File: src/rtl/peridot_pfc_regbank.sv
// peridot_pfc_regbank: PFC register bank holding GPIO data, pin/function routing and pad drive for 4 banks x 8 pins
module peridot_pfc_regbank #(
    parameter logic [31:0] PIN_MASK = 32'h0FFFFFFF
) (
    input  logic        csi_clk,
    input  logic        rsi_reset,
    input  logic [3:0]  coe_pfc_address,
    input  logic        coe_pfc_write,
    input  logic [31:0] coe_pfc_writedata,
    output logic [31:0] coe_pfc_readdata,
    input  logic [31:0] coe_pin_in,
    output logic [31:0] coe_pin_out,
    output logic [31:0] coe_pin_oe,
    input  logic [31:0] coe_func_out,
    input  logic [31:0] coe_func_oe,
    output logic [31:0] coe_func_in
);
    logic [31:0] sync1_q, sync2_q, dout_q, dout_d, pin_out_q, pin_oe_q;
    logic [31:0] pin_out_d, pin_oe_d, din;
    logic [31:0] pinfunc_q [4];
    logic [31:0] pinfunc_d [4];
    logic [31:0] funcpin_q [4];
    logic [31:0] funcpin_d [4];
    logic [1:0]  bank, rsel;
    logic [4:0]  base;

    assign bank = coe_pfc_address[3:2];
    assign rsel = coe_pfc_address[1:0];
    assign base = {bank, 3'b000};
    assign din = sync2_q & PIN_MASK;
    assign coe_pin_out = pin_out_q;
    assign coe_pin_oe = pin_oe_q;

    // dout writes: writedata[15:8] is a per-bit protect mask for writedata[7:0]
    always_comb begin
        dout_d = dout_q;
        pinfunc_d = pinfunc_q;
        funcpin_d = funcpin_q;
        if (coe_pfc_write && rsel == 2'd1)
            dout_d[base +: 8] = (dout_q[base +: 8] & coe_pfc_writedata[15:8]) | (coe_pfc_writedata[7:0] & ~coe_pfc_writedata[15:8]);
        if (coe_pfc_write && rsel == 2'd2)
            pinfunc_d[bank] = coe_pfc_writedata;
        if (coe_pfc_write && rsel == 2'd3)
            funcpin_d[bank] = coe_pfc_writedata;
    end

    always_comb begin
        coe_pfc_readdata = rsel == 2'd0 ? {24'b0, din[base +: 8]} :
                           rsel == 2'd1 ? {24'b0, dout_q[base +: 8]} :
                           rsel == 2'd2 ? pinfunc_q[bank] : funcpin_q[bank];
    end

    for (genvar b = 0; b < 4; b++) begin : g_bank
        logic [7:0] fo, foe, dn;
        assign fo = coe_func_out[8*b +: 8];
        assign foe = coe_func_oe[8*b +: 8];
        assign dn = din[8*b +: 8];
        for (genvar i = 0; i < 8; i++) begin : g_bit
            logic [3:0] sel, f;
            assign sel = pinfunc_q[b][4*i +: 4];
            assign f = funcpin_q[b][4*i +: 4];
            assign pin_out_d[8*b+i] = PIN_MASK[8*b+i] && (sel == 4'h1 ? dout_q[8*b+i] : sel[3] && fo[sel[2:0]]);
            assign pin_oe_d[8*b+i] = PIN_MASK[8*b+i] && (sel == 4'h1 || (sel[3] && foe[sel[2:0]]));
            assign coe_func_in[8*b+i] = f[3] || dn[f[2:0]];
        end
    end

    always_ff @(posedge csi_clk) begin
        if (rsi_reset) begin
            sync1_q <= '0;
            sync2_q <= '0;
            dout_q <= '0;
            pin_out_q <= '0;
            pin_oe_q <= '0;
            for (int k = 0; k < 4; k++) begin
                pinfunc_q[k] <= '0;
                funcpin_q[k] <= '1;
            end
        end else begin
            sync1_q <= coe_pin_in;
            sync2_q <= sync1_q;
            dout_q <= dout_d;
            pin_out_q <= pin_out_d;
            pin_oe_q <= pin_oe_d;
            pinfunc_q <= pinfunc_d;
            funcpin_q <= funcpin_d;
        end
    end
endmodule

File: config.mk
export PLATFORM = sky130hd
export DESIGN_NAME = peridot_pfc_regbank
export DESIGN_NICKNAME = d
export VERILOG_FILES = /design/src/rtl/peridot_pfc_regbank.sv
export SDC_FILE = /design/constraint.sdc
export NUM_CORES = 1
export LEC_CHECK = 0
export CAP_MARGIN = 20
export CORE_AREA = 10 10 424 220
export DETAILED_ROUTE_END_ITERATION = 10
export DIE_AREA = 0 0 434 230
export SLEW_MARGIN = 0
export SYNTH_ARGS = -nofsm -noshare
export SYNTH_HDL_FRONTEND = slang
export SYNTH_SLANG_ARGS = --single-unit
File: constraint.sdc
create_clock -name csi_clk -period 2 [get_ports csi_clk]
set_clock_uncertainty 0.05 [all_clocks]
set_input_delay 0.3 -clock csi_clk [delete_from_list [all_inputs] [get_ports csi_clk]]
set_output_delay 0.3 -clock csi_clk [all_outputs]
set_load 0.02 [all_outputs]
==> results.toml <==
[synthesis]
async_reset_ff_share_pct = 0
yosysSeqAreaShare_pct = 36.1
synth.area.top_cells = "dfxtp_1, mux4_2, a211o_1"
synth_area_sq_mm = 0.0222
synth_cell_type_count = 51
yosysMostFrequentCell = "dfxtp_1"
synth_commonest_cells = "dfxtp_1, nand2_1, mux4_2"
synth_cells = 2089
postSynthAreaPerCell_sq_um = 10.6
synth_ff_type = "dfxtp_1"
synth_edf_count = 0
synth_top_area_share_pct = 36.1
synth_top_cell_by_area = "dfxtp_1"
ys_warn_count = 0
ys_seq_elements = 400

[power]
irDropWorstVdd_mv = 0.581
p_leak_nw = 10.6
powerDensity_mw_per_mm2 = 656

[timing]
holdWs_ps = 94.5
finalSetupViolCount = 64
maxSlewHeadroom_pct = 57.9
hold_violations = 0
fin_crit_sh_pct = 126
slew_violations = 0
clock.fmax_mhz = 397
tightest_slew_ps = 630
timing.final.ws_setup_ps = -520
post-route-min-period_ps = 2520
rsz0062_at_grt = "yes"

[clock_network]
clk_pin_slew_ps = 60
root_buffer = "clkbuf_16"
htree_levels = 2
numCtsBuffers = 43
insertion_delay_ps = 600
cts_buffer_depth = 3
cts.sinks = 400
hold_buffers = 0
cts_tree = "done"

[critical_path]
cp_max_fo = 7
end_kind = "primary output"
critPathKind = "flop to primary output"
required_ps = 1650
cp.arrival_ps = 2170
r2r_end = "coe_pin_out[27]"
reg2reg_depth = 5
worstReg2RegStart = "g_bank[3].g_bit[3].sel[2]"
worstSetupStartpointType = "flop"
r2r_slack_ps = 320

[route]
avgRoutedWirePerCell_microns = 26.0
vias = 20000
drt_iter0_drc = 2378
drcViolationCount = 0
vias_per_cell = 5.39
drt-total-wl_mm = 96.6
ant_nets = 0
drt_pre_antenna_iters = 6

[global_routing]
antenna_found_initial = 5
overflow = 0
grt_usage_pct = 18.4
grt_pass1_vias = 19300
grt_pass1_wl_mm = 137
grt_max_degree = 72

[placement]
io_buffers = 250
dpl.cell_count = 3652
gp_congestion = 0.967
hpwl_mm = 73.3

[outcome]
status = "complete, but fails checks"
violations = "negative setup slack"

[finish]
final_layout_size_suffix_gt1_share_pct = 36.9
nFillCells = 8334
antenna_cells = 0
fin_cells = 3716
area_delta_synth_final_pct = 38.4
fin_nets = 2697

[worst_hold_path]
hold_path_end = "g_bank[3].g_bit[0].sel[1]"
whs_path_depth = 2
hp-class = "primary input to flop"
min_from = "rsi_reset"

[floorplan]
fp.dieArea_sq_mm = 0.0998
die_y_microns = 230
rows = 76
core_area_sq_mm = 0.0855
io_pins = 263
start_util_pct = 25.9
chipWidth_microns = 434

[flow_run]
maxCapViolCount = 0
==> worst max-delay path, stage by stage (launching register included) <==
cell     delay (ps)
dfxtp_2         360
buf_12          150
mux4_2          490
nor2b_1         150
a211o_1         280
buf_6           150
==> logic make-up after synthesis <==
group           after synthesis  share of synthesized area, %
compound gates              449                          14.8
fa+ha+maj                     8                         0.452
buf+inv                     268                          5.65
flops                       400                          36.1
mux                         314                          27.1
other cells                   1                        0.0169
simple gates                649                          15.8
==> cells in the final DEF, fill, tap and decap left out, types with 19 or more instances in the layout <==
cell / Yosys / final
a211o_1: 156 / 152
a21oi_1: 128 / 128
a31oi_1: 25 / 25
and2_1: 128 / 128
buf_12: 0 / 43
buf_4: 14 / 329
buf_6: 15 / 79
clkbuf_16: 0 / 44
clkdlybuf4s50_1: 0 / 182
dfxtp_1: 400 / 294
dfxtp_2: 0 / 73
dfxtp_4: 0 / 33
inv_1: 41 / 40
mux2_2: 23 / 23
mux2i_1: 65 / 58
mux4_2: 226 / 226
nand2_1: 290 / 287
nor2b_1: 117 / 103
o21ai_0: 19 / 19
o2bb2ai_1: 32 / 32
==> per-stage QoR <==
stage / power [mW] / TNS (ps) / cell area [sq um] / worst slack, ps / util [%]
after floorplan: 9.71 / 0 / 22200 / 3.00 / -
after global placement: 11.1 / -67100 / 28700 / -677 / 33.5
after detailed placement: 11.1 / -71720 / 28700 / -657 / 33.5
after CTS: 20.1 / -22780 / 30500 / -534 / 35.6
after global routing: 20.7 / -23630 / 30700 / -539 / 35.9
final: 20.1 / -21250 / 30700 / -520 / 35.9
==> flip-flops by register name, indices dropped and copies added, names as in the netlist <==
name              count
coe_pin_out          28
sync1_q              28
dout_q               32
funcpin_q           128
g_bank.g_bit.sel    128
coe_pin_oe           28
sync2_q              28
==> where the power goes <==
group          internal (mW)  switching, mW  total [mW]
clock                   5.51           3.64        9.14
sequential              8.10          0.177        8.27
combinational           1.34           1.35        2.68
total                   14.9           5.16        20.1
==> worst max-delay path by stage <==
stage	cells after the start	slack [ps]	start	endpoint
global placement	7	-680	coe_pfc_address[2]	coe_pfc_readdata[7]
floorplan	9	3	coe_pfc_address[3]	funcpin_q[65]
detailed placement	7	-660	coe_pfc_address[2]	coe_pfc_readdata[7]
global route	5	-540	sync2_q[2]	coe_func_in[7]
finish	5	-520	sync2_q[0]	coe_func_in[7]
CTS	5	-530	sync2_q[2]	coe_func_in[6]
==> cell type report <==
class	count	area [sq um]	area share [%]
sequential	400	8220	26.8
tap	1131	1420	4.62
timing repair buffer	640	6110	19.9
multi-input combinational	1428	13200	43.0
clock buffer	53	1180	3.86
inverter	41	158	0.514
clock inverter	23	400	1.31
==> what timing repair did <==
| item | in CTS | in global routing |
|---|---|---|
| setup buffers | 6 | 0 |
| hold endpoints to repair | 0 | 0 |
| resized for setup | 517 | 52 |
| cloned | 0 | 1 |
| pin swaps | 36 | 14 |
| setup endpoints to repair | 64 | 64 |
==> routing by layer <==
| metal | up-vias | part of all wire (%) | global-route usage, % |
|---|---|---|---|
| met4 | 10 | 4.1 | 6.72 |
| met1 | 10000 | 39 | 22.7 |
| li1 | 8705 | - | - |
| met5 | - | 0.055 | 0 |
| met2 | 1107 | 48 | 30.9 |
| met3 | 194 | 9.4 | 4.60 |
(Power assumes the default switching activity.)
==> edit 1: new RTL, same flow settings <==
Register the input `coe_func_out` before use, with the module's reset. The logic sees it one clock later. The other inputs are not delayed to match.
--- a/src/rtl/peridot_pfc_regbank.sv
+++ b/src/rtl/peridot_pfc_regbank.sv
@@ -15,6 +15,17 @@
     input  logic [31:0] coe_func_oe,
     output logic [31:0] coe_func_in
 );
+
+    logic [31:0] coe_func_out_q;
+
+    always_ff @(posedge csi_clk) begin
+        if (rsi_reset) begin
+            coe_func_out_q <= '0;
+        end else begin
+            coe_func_out_q <= coe_func_out;
+        end
+    end
+
     logic [31:0] sync1_q, sync2_q, dout_q, dout_d, pin_out_q, pin_oe_q;
     logic [31:0] pin_out_d, pin_oe_d, din;
     logic [31:0] pinfunc_q [4];
@@ -52,7 +63,7 @@
 
     for (genvar b = 0; b < 4; b++) begin : g_bank
         logic [7:0] fo, foe, dn;
-        assign fo = coe_func_out[8*b +: 8];
+        assign fo = coe_func_out_q[8*b +: 8];
         assign foe = coe_func_oe[8*b +: 8];
         assign dn = din[8*b +: 8];
         for (genvar i = 0; i < 8; i++) begin : g_bit
Formal check against the unedited RTL: not equivalent (a bounded check fails within 4 cycles, from zero or initial values and one cycle with rsi_reset high).
==> edit 1 against the original RTL <==
- the flow still finishes with violations (negative setup slack)
- via count rose by 7.0%
- combinational power barely moved
- setup slack got worse by 0.019 ns
- die area did not move
- sequential cell count rose by 32
- sequential share of layout area rose by 1.3 points
- sequential power rose by 9.3%
- power rose by 4.8%
- final area rose by 3.5%
- area after synthesis rose by 3.1%
- routed wire length rose by 5.1%
==> edit 1: results (changes against the original RTL) <==
run status finished with violations; failing checks negative setup slack; GR Layer Usage met1 24.94% (+2.3 points); Routability Congestion 0.9779 (+1.1%); post-synthesis compound-gate area fraction 8.709% (-6.1 points); Multi-input gate area 13370 sq um (+1.5%); pre-CTS setup slack -0.6706 ns (-0.01362 ns); sequential area share after synthesis 37.86% (+1.7 points); inverters 27 (-34%); total clock sinks 432 (+8.0%); area share of fa/ha/maj cells after synthesis 0.4382% (-0.014 points); Pwr Total 21.07 mW (+4.8%); VDD IR-drop max 0.5320 mV (-8.4%); mux contribution to synthesized area 25.31% (-1.8 points); Slew @ Worst Pin 0.8388 ns (+0.2092 ns); WL met1 39330 um (+4.5%); final setup fails 64 (unchanged); CP endpoint coe_func_in[0]; initial DRC count 2498 (+5.0%); Worst Hold End coe_func_out_q[13]; P_int 15.68 mW (+5.0%); Cell variety after synth 48 (-5.9%); Non-clock buffering overhead 19.86% (-0.062 points); final-layout fill cell count 8312 (-0.26%); largest net degree at the start of global routing 104 (+44%); CP max stage delay 0.45 ns (-0.04 ns); setup ws final -0.5395 ns (-0.01906 ns); post-route cell area 31740 sq um (+3.5%); initial antenna violation count 7 (+2); first-pass GRT wire length 146500 um (+6.8%); flip-flop and latch area 8917 sq um (+8.4%); DR WL/cell 25.22 um (-3.0%); FF-to-FF setup slack 0.09 ns (-0.23 ns); clock-cell share of area 5.120% (-0.047 points); Reg2Reg Launch Point g_bank[0].g_bit[7].sel[0]; GR Util met3 3.982% (-0.62 points); R2R cell count 4 (-1); number of diodes 2 (+2); total CTS buffers 46 (+7.0%); clock buffers 62 (+17%); CP arrival 2.19 ns (+0.02 ns); layout cell share with drive strength beyond 1 33.61% (-3.3 points); met2 wire len 47500 um (+3.4%)
## edit 1: changes by cell type after synthesis, sizes merged, moves of 32 or more
cell / delta
nand2: +283
a211o: -132
and2: -121
nand3b: +134
o21ai: +47
o2bb2ai: -32
dfxtp: +32
nor2b: +56
## edit 1: timing repair
action / 4_1_cts / 5_1_grt
hold endpoints to repair: 0 / 0
pin swaps: 35 / 23
gates cloned: 0 / 0
hold buffers: 0 / 0
resized for setup: 545 / 68
buffers inserted: 32 / 9
setup endpoints to repair: 66 / 64
## edit 1: cells by family after synthesis
family | count (synthesis)
AOI/OAI and AO/OA | 327
buffers and inverters | 246
and+or+nand+nor | 1035
muxes | 298
other | 1
adders and majority gates | 8
DFF | 432
## edit 1: critical path, delay by kind of cell (launching register included)
family                 cells  cell delay [ns]
AOI/OAI and AO/OA          1             0.31
DFF                        1             0.38
buffers and inverters      2             0.31
muxes                      1             0.45
and+or+nand+nor            1             0.14
==> edit 2: new RTL, same flow settings <==
Without the edit above. Take the reset off `dout_q` and load it in a clocked block of its own.
--- a/src/rtl/peridot_pfc_regbank.sv
+++ b/src/rtl/peridot_pfc_regbank.sv
@@ -69,7 +69,6 @@
         if (rsi_reset) begin
             sync1_q <= '0;
             sync2_q <= '0;
-            dout_q <= '0;
             pin_out_q <= '0;
             pin_oe_q <= '0;
             for (int k = 0; k < 4; k++) begin
@@ -79,12 +78,15 @@
         end else begin
             sync1_q <= coe_pin_in;
             sync2_q <= sync1_q;
-            dout_q <= dout_d;
             pin_out_q <= pin_out_d;
             pin_oe_q <= pin_oe_d;
             pinfunc_q <= pinfunc_d;
             funcpin_q <= funcpin_d;
         end
     end
+
+    always_ff @(posedge csi_clk) begin
+        dout_q <= dout_d;
+    end
 endmodule
 
Formal check against the unedited RTL: not equivalent (Yosys sat finds a counterexample within 4 cycles, from zero or initial values and one cycle with rsi_reset high).
==> edit 2 against the original RTL <==
- the flow still finishes with violations (negative setup slack)
- sequential cell count stayed put
- via count is 4.2% higher
- final cell count is 6.4% higher
- final area is 2.0% higher
- area after synthesis is 0.18% higher
- power is 2.6% higher
- routed wire length hardly changed
- sequential share of layout area is 0.60 points higher
- setup slack better by 0.0092 ns
==> edit 2: results (changes against the original RTL) <==
Vias/cell 5.283 (-2.0%); DP Cell Count 3840 (+5.1%); HPWL Detailed 74640 um (+1.9%); largest net degree at the start of global routing 46 (-36%); TNS Setup -21.47 ns (-0.2234 ns); final setup fails 64 (unchanged); Hold WC Path Type in2reg; top cells by count, synth nand2_1 (550), dfxtp_1 (368), mux4_2 (220), a21oi_1 (153), nand3b_1 (148); Static Leak 11.78 nW (+12%); VDD IR-drop max 0.5505 mV (-5.2%); layout cell share with drive strength beyond 1 35.44% (-1.5 points); nets@finish 2927 (+8.5%); DRT Pass-1 Iters 5 (-1); worst-path maximum fanout 5 (-2); post-synthesis compound-gate area fraction 7.892% (-6.9 points); GRT Resource Usage Total 18.49% (+0.092 points); Via Count 20.89k (+4.2%); initial antenna violation count 8 (+3); Avg Inst Size Synth 9.864 sq um (-7.0%); pre-CTS setup slack -0.5984 ns (+0.05860 ns); vias in the first global route 20.02k (+3.6%); mux contribution to synthesized area 26.30% (-0.78 points); initial DRC count 2453 (+3.2%); Final Routed Wirelength 96600 um (about the same); first-pass GRT wire length 139400 um (+1.6%); Slew @ Worst Pin 0.6203 ns (-0.009277 ns); sequential area share after synthesis 37.52% (+1.4 points); setup ws final -0.5112 ns (+0.009165 ns); area share of fa/ha/maj cells after synthesis 0.3946% (-0.057 points); failing checks negative setup slack; Synth area leaders dfxtp_1 (33%), mux4_2 (22%), nand2_1 (9.3%); total CTS buffers 45 (+4.7%); Post-synth EDFFs 32 (+32); Routability Congestion 0.9440 (-2.4%); Cell variety after synth 49 (-3.9%); run status finished with violations
==> edit 2: cell types whose count changed after synthesis, moves of 37 or more <==
cell      before  now
nor3b_1        6   43
a211o_1      156   24
nand3b_1       4  148
and2_1       128    8
nand2_1      290  550
nor2_1         8   52
==> edit 2: logic make-up after synthesis <==
kind of cell / count (synthesis)
fa+ha+maj: 7
other cells: 1
buf+inv: 250
simple gates: 1000
flops: 400
compound gates: 286
mux: 306
==> edit 2: what timing repair did <==
action                                  CTS  global route
endpoints found under the setup margin   71            67
hold buffers                              1             0
pin swaps                                25            11
endpoints found under the hold margin    11             0
buffers inserted                         29             3
resized for setup                       528            47
==> edit 2: area by class of cell <==
class | instances | area [sq um]
clock buffers | 61 | 1329
multi-input cells | 1607 | 12970
fillers | 8390 | 54210
repair buffers | 713 | 6570
flip-flops and latches | 400 | 8574
clock inverters | 20 | 340.3
inverters | 18 | 67.56
diodes | 3 | 7.507
well taps | 1131 | 1415
==> edit 2: report_power, final <==
part           switching [mW]  internal, mW
sequential              0.196          8.21
clock                    3.72          5.71
combinational            1.39          1.40
total                    5.31          15.3
==> edit 2: final timing paths <==
kind	slack, ns	end	startpoint	cells after the start
setup / recovery	-0.51	coe_pfc_readdata[3]	sync2_q[19]	6
hold / removal	0.20	sync1_q[1]	coe_pin_in[1]	2
setup reg to reg	0.07	dout_q[8]	dout_q[16]	4
hold reg to reg	0.38	sync2_q[5]	sync1_q[5]	1
==> edit 2: routing by layer <==
metal	vias up	part of all wire, %	global-route usage (%)
li1	9121	-	-
met1	10410	40	24.20
met2	1148	47	30.12
met3	202	9.4	3.405
met4	6	3.8	7.013
met5	-	0.035	0
